File: config.mk
export PLATFORM = sky130hd
export DESIGN_NAME = lsu
export DESIGN_NICKNAME = d
export VERILOG_FILES = /design/src/rtl/lsu_pkg.sv /design/src/rtl/lsu_align.sv /design/src/rtl/lsu.sv
export SDC_FILE = /design/constraint.sdc
export NUM_CORES = 1
export LEC_CHECK = 0
export ABC_AREA = 1
export CORE_ASPECT_RATIO = 1.2
export CORE_MARGIN = 2
export CORE_UTILIZATION = 47
export CTS_BUF_LIST = sky130_fd_sc_hd__clkbuf_8
export CTS_CLUSTER_DIAMETER = 30
export CTS_CLUSTER_SIZE = 8
export DETAILED_ROUTE_END_ITERATION = 8
export GPL_ROUTABILITY_DRIVEN = 0
export PLACE_DENSITY = 0.91
export SKIP_CTS_REPAIR_TIMING = 1
export SLEW_MARGIN = 25
export SYNTH_ARGS = -nofsm -noshare
export SYNTH_HDL_FRONTEND = slang
export SYNTH_SLANG_ARGS = --single-unit
File: constraint.sdc
create_clock -name i_clk -period 2.7 [get_ports i_clk]
set_clock_uncertainty 0.1 [all_clocks]
set_input_delay 0.54 -clock i_clk [delete_from_list [all_inputs] [get_ports i_clk]]
set_output_delay 0.54 -clock i_clk [all_outputs]
set_load 0.02 [all_outputs]
File: src/rtl/lsu_pkg.sv
// Shared definitions for the load/store unit: funct3 codes, FSM state enum,
// base byte-lane masks and a funct3 validity helper.
// No ports; imported by lsu and lsu_align.
package lsu_pkg;

    localparam logic [2:0] F3_B  = 3'b000;
    localparam logic [2:0] F3_H  = 3'b001;
    localparam logic [2:0] F3_W  = 3'b010;
    localparam logic [2:0] F3_BU = 3'b100;
    localparam logic [2:0] F3_HU = 3'b101;

    localparam logic [3:0] MASK_B = 4'b0001;
    localparam logic [3:0] MASK_H = 4'b0011;
    localparam logic [3:0] MASK_W = 4'b1111;

    typedef enum logic [1:0] {
        IDLE = 2'd0,
        ACC0 = 2'd1,
        ACC1 = 2'd2,
        RESP = 2'd3
    } lsu_state_e;

    function automatic logic f3_valid(input logic [2:0] f3);
        return (f3 == F3_B) || (f3 == F3_H) || (f3 == F3_W) ||
               (f3 == F3_BU) || (f3 == F3_HU);
    endfunction

endpackage

File: src/rtl/lsu_align.sv
// Combinational lane alignment for the LSU: byte-offset/funct3 to an 8-bit
// two-word byte mask, 64-bit lane-shifted store data, extended load data and
// a misalignment flag. Ports: off_i, funct3_i, wdata_i, rd0_i, rd1_i in;
// mask_o, wdata_o, rdata_o, misalign_o out.
module lsu_align
    import lsu_pkg::*;
(
    input  logic [1:0]  off_i,
    input  logic [2:0]  funct3_i,
    input  logic [31:0] wdata_i,
    input  logic [31:0] rd0_i,
    input  logic [31:0] rd1_i,
    output logic [7:0]  mask_o,
    output logic [63:0] wdata_o,
    output logic [31:0] rdata_o,
    output logic        misalign_o
);

    logic [3:0]  base;
    logic [31:0] rd_sh;

    always_comb begin
        base = 4'b0000;
        case (funct3_i)
            F3_B, F3_BU: base = MASK_B;
            F3_H, F3_HU: base = MASK_H;
            F3_W:        base = MASK_W;
            default:     base = 4'b0000;
        endcase

        // Bits [3:0] address the first word, [7:4] the following word.
        mask_o  = {4'b0000, base} << off_i;
        wdata_o = {32'h0, wdata_i} << {off_i, 3'b000};

        rd_sh = 32'({rd1_i, rd0_i} >> {off_i, 3'b000});
        case (funct3_i)
            F3_B:    rdata_o = {{24{rd_sh[7]}}, rd_sh[7:0]};
            F3_BU:   rdata_o = {24'h0, rd_sh[7:0]};
            F3_H:    rdata_o = {{16{rd_sh[15]}}, rd_sh[15:0]};
            F3_HU:   rdata_o = {16'h0, rd_sh[15:0]};
            F3_W:    rdata_o = rd_sh;
            default: rdata_o = 32'h0;
        endcase

        misalign_o = (((funct3_i == F3_H) || (funct3_i == F3_HU)) && (off_i == 2'd3)) ||
                     ((funct3_i == F3_W) && (off_i != 2'd0));
    end

endmodule

File: src/rtl/lsu.sv
// RV32I load/store unit: one byte-addressed request at a time mapped onto a
// word-addressed memory. Ports: request (i_req/o_ready, i_we, i_funct3,
// i_addr, i_wdata), response (o_rsp_valid, o_rdata, o_err), memory
// (o_mem_addr, o_mem_wdata, o_mem_bmask, o_mem_wren, i_mem_rdata).
// Optional feature macro LSU_MISALIGN_SPLIT_EN: misaligned half/word accesses
// run as two memory cycles instead of returning an error.
module lsu
    import lsu_pkg::*;
#(
    parameter int ADDR_W = 32
) (
    input  logic              i_clk,
    input  logic              i_reset_n,
    input  logic              i_req,
    output logic              o_ready,
    input  logic              i_we,
    input  logic [2:0]        i_funct3,
    input  logic [31:0]       i_addr,
    input  logic [31:0]       i_wdata,
    output logic              o_rsp_valid,
    output logic [31:0]       o_rdata,
    output logic              o_err,
    output logic [ADDR_W-1:0] o_mem_addr,
    output logic [31:0]       o_mem_wdata,
    output logic [3:0]        o_mem_bmask,
    output logic              o_mem_wren,
    input  logic [31:0]       i_mem_rdata
);

    lsu_state_e  state_q, state_d;
    logic [31:0] addr_q, addr_d;
    logic [2:0]  f3_q, f3_d;
    logic        we_q, we_d;
    logic [31:0] wdata_q, wdata_d;
    logic        err_q, err_d;
    logic [31:0] rd0_q, rd0_d;
    logic [31:0] rd1;

    logic [1:0]        off_sel;
    logic [2:0]        f3_sel;
    logic [7:0]        mask8;
    logic [63:0]       wdata64;
    logic [31:0]       rdata_ext;
    logic              misalign;
    logic [ADDR_W-1:0] word0, word1;

`ifdef LSU_MISALIGN_SPLIT_EN
    logic [31:0] rd1_q, rd1_d;
    assign rd1 = rd1_q;
`else
    // Second word is never accessed in this build.
    logic unused_split;
    assign rd1          = 32'h0;
    assign unused_split = ^{mask8[7:4], wdata64[63:32]};
`endif

    // In IDLE the aligner looks at the live request so the error decision can
    // be made at acceptance; elsewhere it only sees the latched request.
    assign off_sel = (state_q == IDLE) ? i_addr[1:0] : addr_q[1:0];
    assign f3_sel  = (state_q == IDLE) ? i_funct3    : f3_q;

    lsu_align u_align (
        .off_i      (off_sel),
        .funct3_i   (f3_sel),
        .wdata_i    (wdata_q),
        .rd0_i      (rd0_q),
        .rd1_i      (rd1),
        .mask_o     (mask8),
        .wdata_o    (wdata64),
        .rdata_o    (rdata_ext),
        .misalign_o (misalign)
    );

    generate
        if (ADDR_W > 30) begin : g_wide
            assign word0 = {{(ADDR_W-30){1'b0}}, addr_q[31:2]};
        end else begin : g_narrow
            assign word0 = addr_q[ADDR_W+1:2];
        end
    endgenerate
    assign word1 = word0 + ADDR_W'(1);

    always_comb begin
        state_d     = state_q;
        addr_d      = addr_q;
        f3_d        = f3_q;
        we_d        = we_q;
        wdata_d     = wdata_q;
        err_d       = err_q;
        rd0_d       = rd0_q;
`ifdef LSU_MISALIGN_SPLIT_EN
        rd1_d       = rd1_q;
`endif
        o_ready     = 1'b0;
        o_rsp_valid = 1'b0;
        o_rdata     = 32'h0;
        o_err       = 1'b0;
        o_mem_addr  = '0;
        o_mem_wdata = 32'h0;
        o_mem_bmask = 4'b0000;
        o_mem_wren  = 1'b0;

        case (state_q)
            IDLE: begin
                o_ready = 1'b1;
                if (i_req) begin
                    addr_d  = i_addr;
                    f3_d    = i_funct3;
                    we_d    = i_we;
                    wdata_d = i_wdata;
`ifdef LSU_MISALIGN_SPLIT_EN
                    err_d   = !f3_valid(i_funct3);
`else
                    err_d   = !f3_valid(i_funct3) || misalign;
`endif
                    state_d = err_d ? RESP : ACC0;
                end
            end
            ACC0: begin
                o_mem_addr  = word0;
                o_mem_bmask = mask8[3:0];
                o_mem_wdata = wdata64[31:0];
                o_mem_wren  = we_q;
                rd0_d       = i_mem_rdata;
`ifdef LSU_MISALIGN_SPLIT_EN
                state_d     = (|mask8[7:4]) ? ACC1 : RESP;
`else
                state_d     = RESP;
`endif
            end
`ifdef LSU_MISALIGN_SPLIT_EN
            ACC1: begin
                o_mem_addr  = word1;
                o_mem_bmask = mask8[7:4];
                o_mem_wdata = wdata64[63:32];
                o_mem_wren  = we_q;
                rd1_d       = i_mem_rdata;
                state_d     = RESP;
            end
`endif
            RESP: begin
                o_rsp_valid = 1'b1;
                o_err       = err_q;
                o_rdata     = (we_q || err_q) ? 32'h0 : rdata_ext;
                state_d     = IDLE;
            end
            default: state_d = IDLE;
        endcase
    end

`ifndef LSU_MISALIGN_SPLIT_EN
    // word1 only feeds the second access, absent here.
    logic unused_word1;
    assign unused_word1 = ^word1;
`endif

    always_ff @(posedge i_clk or negedge i_reset_n) begin
        if (!i_reset_n) begin
            state_q <= IDLE;
            addr_q  <= 32'h0;
            f3_q    <= 3'b000;
            we_q    <= 1'b0;
            wdata_q <= 32'h0;
            err_q   <= 1'b0;
            rd0_q   <= 32'h0;
`ifdef LSU_MISALIGN_SPLIT_EN
            rd1_q   <= 32'h0;
`endif
        end else begin
            state_q <= state_d;
            addr_q  <= addr_d;
            f3_q    <= f3_d;
            we_q    <= we_d;
            wdata_q <= wdata_d;
            err_q   <= err_d;
            rd0_q   <= rd0_d;
`ifdef LSU_MISALIGN_SPLIT_EN
            rd1_q   <= rd1_d;
`endif
        end
    end

endmodule

Word level (Yosys, flattened, before mapping):

Index checks and enable logic that the tools add are counted.

* multiplexer cells: 16
* eq/ne operators: 12
* reduce and logical (&&, ||, !) cells: 18
* shift operators: 3

Operators by type and width (number)
* case mux 32 bit (5 select lines): 1
* 2-to-1 mux 32 bit: 3
* left shift 32 x 5 -> 32 bit: 1
* >> shifter 32 x 5 -> 32 bit: 1
* 2-to-1 mux 30 bit: 1
* equality test 3 bit (second input constant): 4
* case mux 4 bit (3 select lines): 1
* logical OR 1 bit: 8
* equality test 3 x 1 -> 1 bit (second input constant): 2
* equality test 3 x 2 -> 1 bit (second input constant): 2
* logical NOT 3 bit: 2
* 2-to-1 mux 2 bit: 3
* equality test 2 bit (second input constant): 2
* 2-to-1 mux 1 bit: 4
* 2-to-1 mux 4 bit: 1
* case mux 2 bit (2 select lines): 1
* OR reduction 2 bit: 2
* left shift 4 x 2 -> 4 bit: 1
* 2-to-1 mux 3 bit: 1
* equality test 2 x 1 -> 1 bit (second input constant): 1
* logical AND 1 bit: 2
* logical NOT 2 bit: 1
* != test 2 bit (second input constant): 1
* AND reduction 2 bit: 1
* other kinds (2): 2

* output and inout bits: 104
* bits in registers: 103
* input port bits: 103
* word-level logic and storage cells: 56

Logic depth before layout (Yosys ltp):

* word-level depth: 10
* depth in mapped cells: 11

Cells and area by module:

Synthesis repeated with hierarchy kept, for this count alone.

* cells, all modules: 1148
* area, all modules: 7150.6 µm²

Modules (own cells, without submodules)
* lsu: cells an instance 643, times used 1, area an instance 4812.1 µm²
* lsu_align: cells an instance 505, times used 1, area an instance 2338.5 µm²

Worst setup path after synthesis:

No wires, ideal clock.

* path kind: reg-to-output
* start point: register state_q[1]
* end point: output o_rdata[10]
* path slack: 364 ps
* required time: 2060 ps
* cell stages (with the launch flop): 10
* buffers on the path: 2
* arrival: 1696 ps
* cells stage by stage: dfrtp_1 nor2_2 buf_6 nand2_1 nand2_2 nand2_4 nor2_4 nand3_4 buf_6 a21oi_1

* word-level cells in the longest chain between the ends: 6
* elaborated cells between the ends (all ways): 13
* those cells by class: 5 x eq/ne; 1 x shift; 5 x mux; 2 x reduce/logical

Ends and longest elaborated chain
* from (decl): line lsu.sv:30 `lsu_state_e state_q, state_d;`
* from (signal assigned): line lsu.sv:170 `state_q <= state_d;`
* logical NOT 2 bit: line lsu.sv:59, lsu.sv:60
* 2-to-1 mux 2 bit / 2-to-1 mux 3 bit (equally long branches): line lsu.sv:59, lsu.sv:60
* >> shifter 32 x 5 -> 32 bit (tied with other cells): line lsu_align.sv:35 `rd_sh = 32'({rd1_i, rd0_i} >> {off_i, 3'b000});`
* case mux 32 bit (5 select lines): line lsu_align.sv:36 `case (funct3_i)`
* 2-to-1 mux 32 bit: line lsu.sv:144 `o_rdata = (we_q || err_q) ? 32'h0 : rdata_ext;`
* 2-to-1 mux 32 bit (*): line lsu.sv:103 `case (state_q)`
* to (decl): line lsu.sv:21 `output logic [31:0] o_rdata,`

Mark *: on every way between the ends. The rest lies on a longest branch, timed or not.

Worst setup path in the final report:

* start point: register state_q[1]
* end point: output o_rdata[21]

Same word-level chain as after synthesis.

==> flow_summary.ini <==
[outcome]
status = complete, but fails checks
violations = hold timing, setup timing

[sta]
slew_headroom = 0.6396
worst_pin_slew_ns = 0.5400
setup_tns_ns = -10.24
finalCritPeriodShare = 1.187
setup_viol_count_final = 43
drv_slew = 0
min_period_ns = 3.204
max_clock_freq_mhz = 312.1
fin_ws_ns = -0.5038
grt_setup_unrepaired = yes
whs_ns = -0.008204
hold_viol_final = 4

[detailed_routing]
via_per_inst = 5.656
wire_per_inst_um = 19.28
ant_nets = 0
drc = 0
drt_first_pass_iters = 7
routed_wl_mm = 25.41
vias = 7454
drt_iter0_markers = 754

[run]
maxCapViolCount = 0

[clock_network]
clk_pin_slew_worst_paths_ns = 0.10
clock_latency_ns = 0.39
clockBufferDepth = 2
clock-sinks = 103
cts_tree = done
clock-root-buffer = clkbuf_8
cts_made_buffers = 9
htree_levels = 3

[floorplan]
fp.dieH_um = 127.7
io_pins = 207
die_w_um = 107.1
rows = 45
coreArea_um2 = 12560
dieArea_um2 = 13680
initial_utilization = 0.4775

[global_route]
grt.met3_usage = 0.05084
grt_overflow = 0
grt_first_pass_wirelength_mm = 29.13
grt_antenna_before_repair = 1
first_global_vias = 6115
grtUsageMet2 = 0.4784
grt_use_total = 0.2708
busiest_layer = met2
use_met1 = 0.3143
grt_max_degree = 69

[cells_and_area]
fill_cells = 738
nets = 1251
multi_input_comb_area_um2 = 3338
mostFrequentLayoutCell = nand2_1
area_delta_synth_final_pct = 67.61
final_cell_mix = 276 x nand2_1, 103 x dfrtp_1, 102 x clkdlybuf4s50_1, 98 x inv_1, 84 x buf_4
utilization = 0.8004
final_layout_size_suffix_gt1_frac = 0.2827
seq_area_um2 = 2577

[yosys]
yosysUniqueCellTypes = 30
yosysSeqAreaShare = 0.4299
synth.top_cell.area_share = 0.4299
syn_avg_cell_area_um2 = 6.868
synth_cells = 873
ys_warn_count = 0
synth_area_um2 = 5996
yosys-top-cells-area = dfrtp_1 43%, nand2_1 19%, o21ai_0 8.8%
yosys.area.top_type = dfrtp_1
synth_seq_cells = 103

[worst_setup_path]
critPathLaunchType = register
critPathMaxFanout = 6
required_ns = 2.06
end_kind = output pin
worstSetupPathType = reg -> out
cp.arrival_ns = 2.56

[worst_hold_path]
hold_class = in -> async

[placed_design]
place_ws_ns = -0.7779
dpl.hpwl_mm = 13.93
port_buffers = 204

[power_and_ir_drop]
p_leak_uw = 0.005422
peakVddDrop_v = 0.0008198
pwr_density_cell_nw_per_um2 = 1475
total_power_uw = 14820
-- metrics by stage --
step	instances	area [um^2]
finish	1318	10050
floorplan	874	6000
global placement	1252	8576
CTS	1268	8828
global route	1318	10050
detailed placement	1252	8576
-- area by class of cell --
class / instances / area share
Antenna cell: 1 / 0.0002490
Clock buffer: 10 / 0.01370
Clock inverter: 6 / 0.01145
Inverter: 104 / 0.04009
Multi-Input combinational cell: 617 / 0.3322
Sequential cell: 103 / 0.2565
Tap cell: 164 / 0.02042
Timing Repair Buffer: 313 / 0.3254
-- power breakdown --
group	switching, uW	internal [uW]	total [uW]
combinational	6330	4510	10800
clock	584	650	1230
sequential	451	2290	2740
-- kinds of logic after synthesis --
family / after synthesis / share of synthesized area
other: 1 / 0.0006254
flip-flops: 103 / 0.4299
AO/OA/AOI/OAI: 145 / 0.1252
multiplexers: 1 / 0.001670
AND/OR/NAND/NOR: 463 / 0.3251
buffers and inverters: 160 / 0.1175
-- synth_stat cells --
master	number
o21ai_1	9
nand4_1	1
conb_1	1
clkbuf_2	1
buf_4	7
a22oi_1	1
a21oi_2	2
inv_2	2
a21oi_1	25
buf_6	6
mux2i_1	1
clkbuf_1	19
dfrtp_1	103
nor3_1	7
nor2_1	77
nand2_1	302
o21ai_4	1
nand2_4	4
nor2_2	2
o21ai_2	1
nand2_2	7
nand3_4	3
buf_2	23
nor2_8	1
o21ai_0	106
nand3_2	2
nor2_4	1
nand3_1	56
inv_4	1
inv_1	101
-- sequential cells by signal, indices dropped and copies added (netlist names) --
| name | count |
|---|---|
| err_q | 1 |
| state_q | 2 |
| f3_q | 3 |
| rd0_q | 32 |
| addr_q | 32 |
| wdata_q | 32 |
| we_q | 1 |
-- metal layers --
layer,vias up,wire (um)
met5,-,0
met4,0,1546
met3,155,2390
met2,543,12900
met1,3497,8570
li1,3259,-
-- final timing paths --
| path | startpoint | end | slack [ns] | cells past startpoint |
|---|---|---|---|---|
| worst max-delay path | state_q[1]$_DFFE_PN0P_ | o_rdata[21] | -0.50 | 12 |
| worst min-delay path | i_reset_n | addr_q[29]$_DFFE_PN0P_ | -0.008 | 1 |
| worst max register to register | state_q[1]$_DFFE_PN0P_ | err_q$_DFFE_PN0P_ | 0.52 | 14 |
| worst min register to register | rd0_q[1]$_DFFE_PN0P_ | rd0_q[1]$_DFFE_PN0P_ | 0.38 | 2 |
| max in group asynchronous | i_reset_n | wdata_q[6]$_DFFE_PN0P_ | 1.84 | 2 |
| min in group i_clk | rd0_q[1]$_DFFE_PN0P_ | rd0_q[1]$_DFFE_PN0P_ | 0.38 | 2 |
-- worst max-delay path, cell delays in order (launching register included) --
cell	delay [ns]
dfrtp_1	0.42
nor2_2	0.17
buf_6	0.17
nand2_2	0.09
nand2_4	0.13
nand2_8	0.09
nor2_4	0.27
buf_12	0.17
nand3_4	0.14
nand3_1	0.24
nand2_1	0.08
inv_1	0.07
buf_4	0.14
No activity file was read; power rests on OpenSTA's default activity.
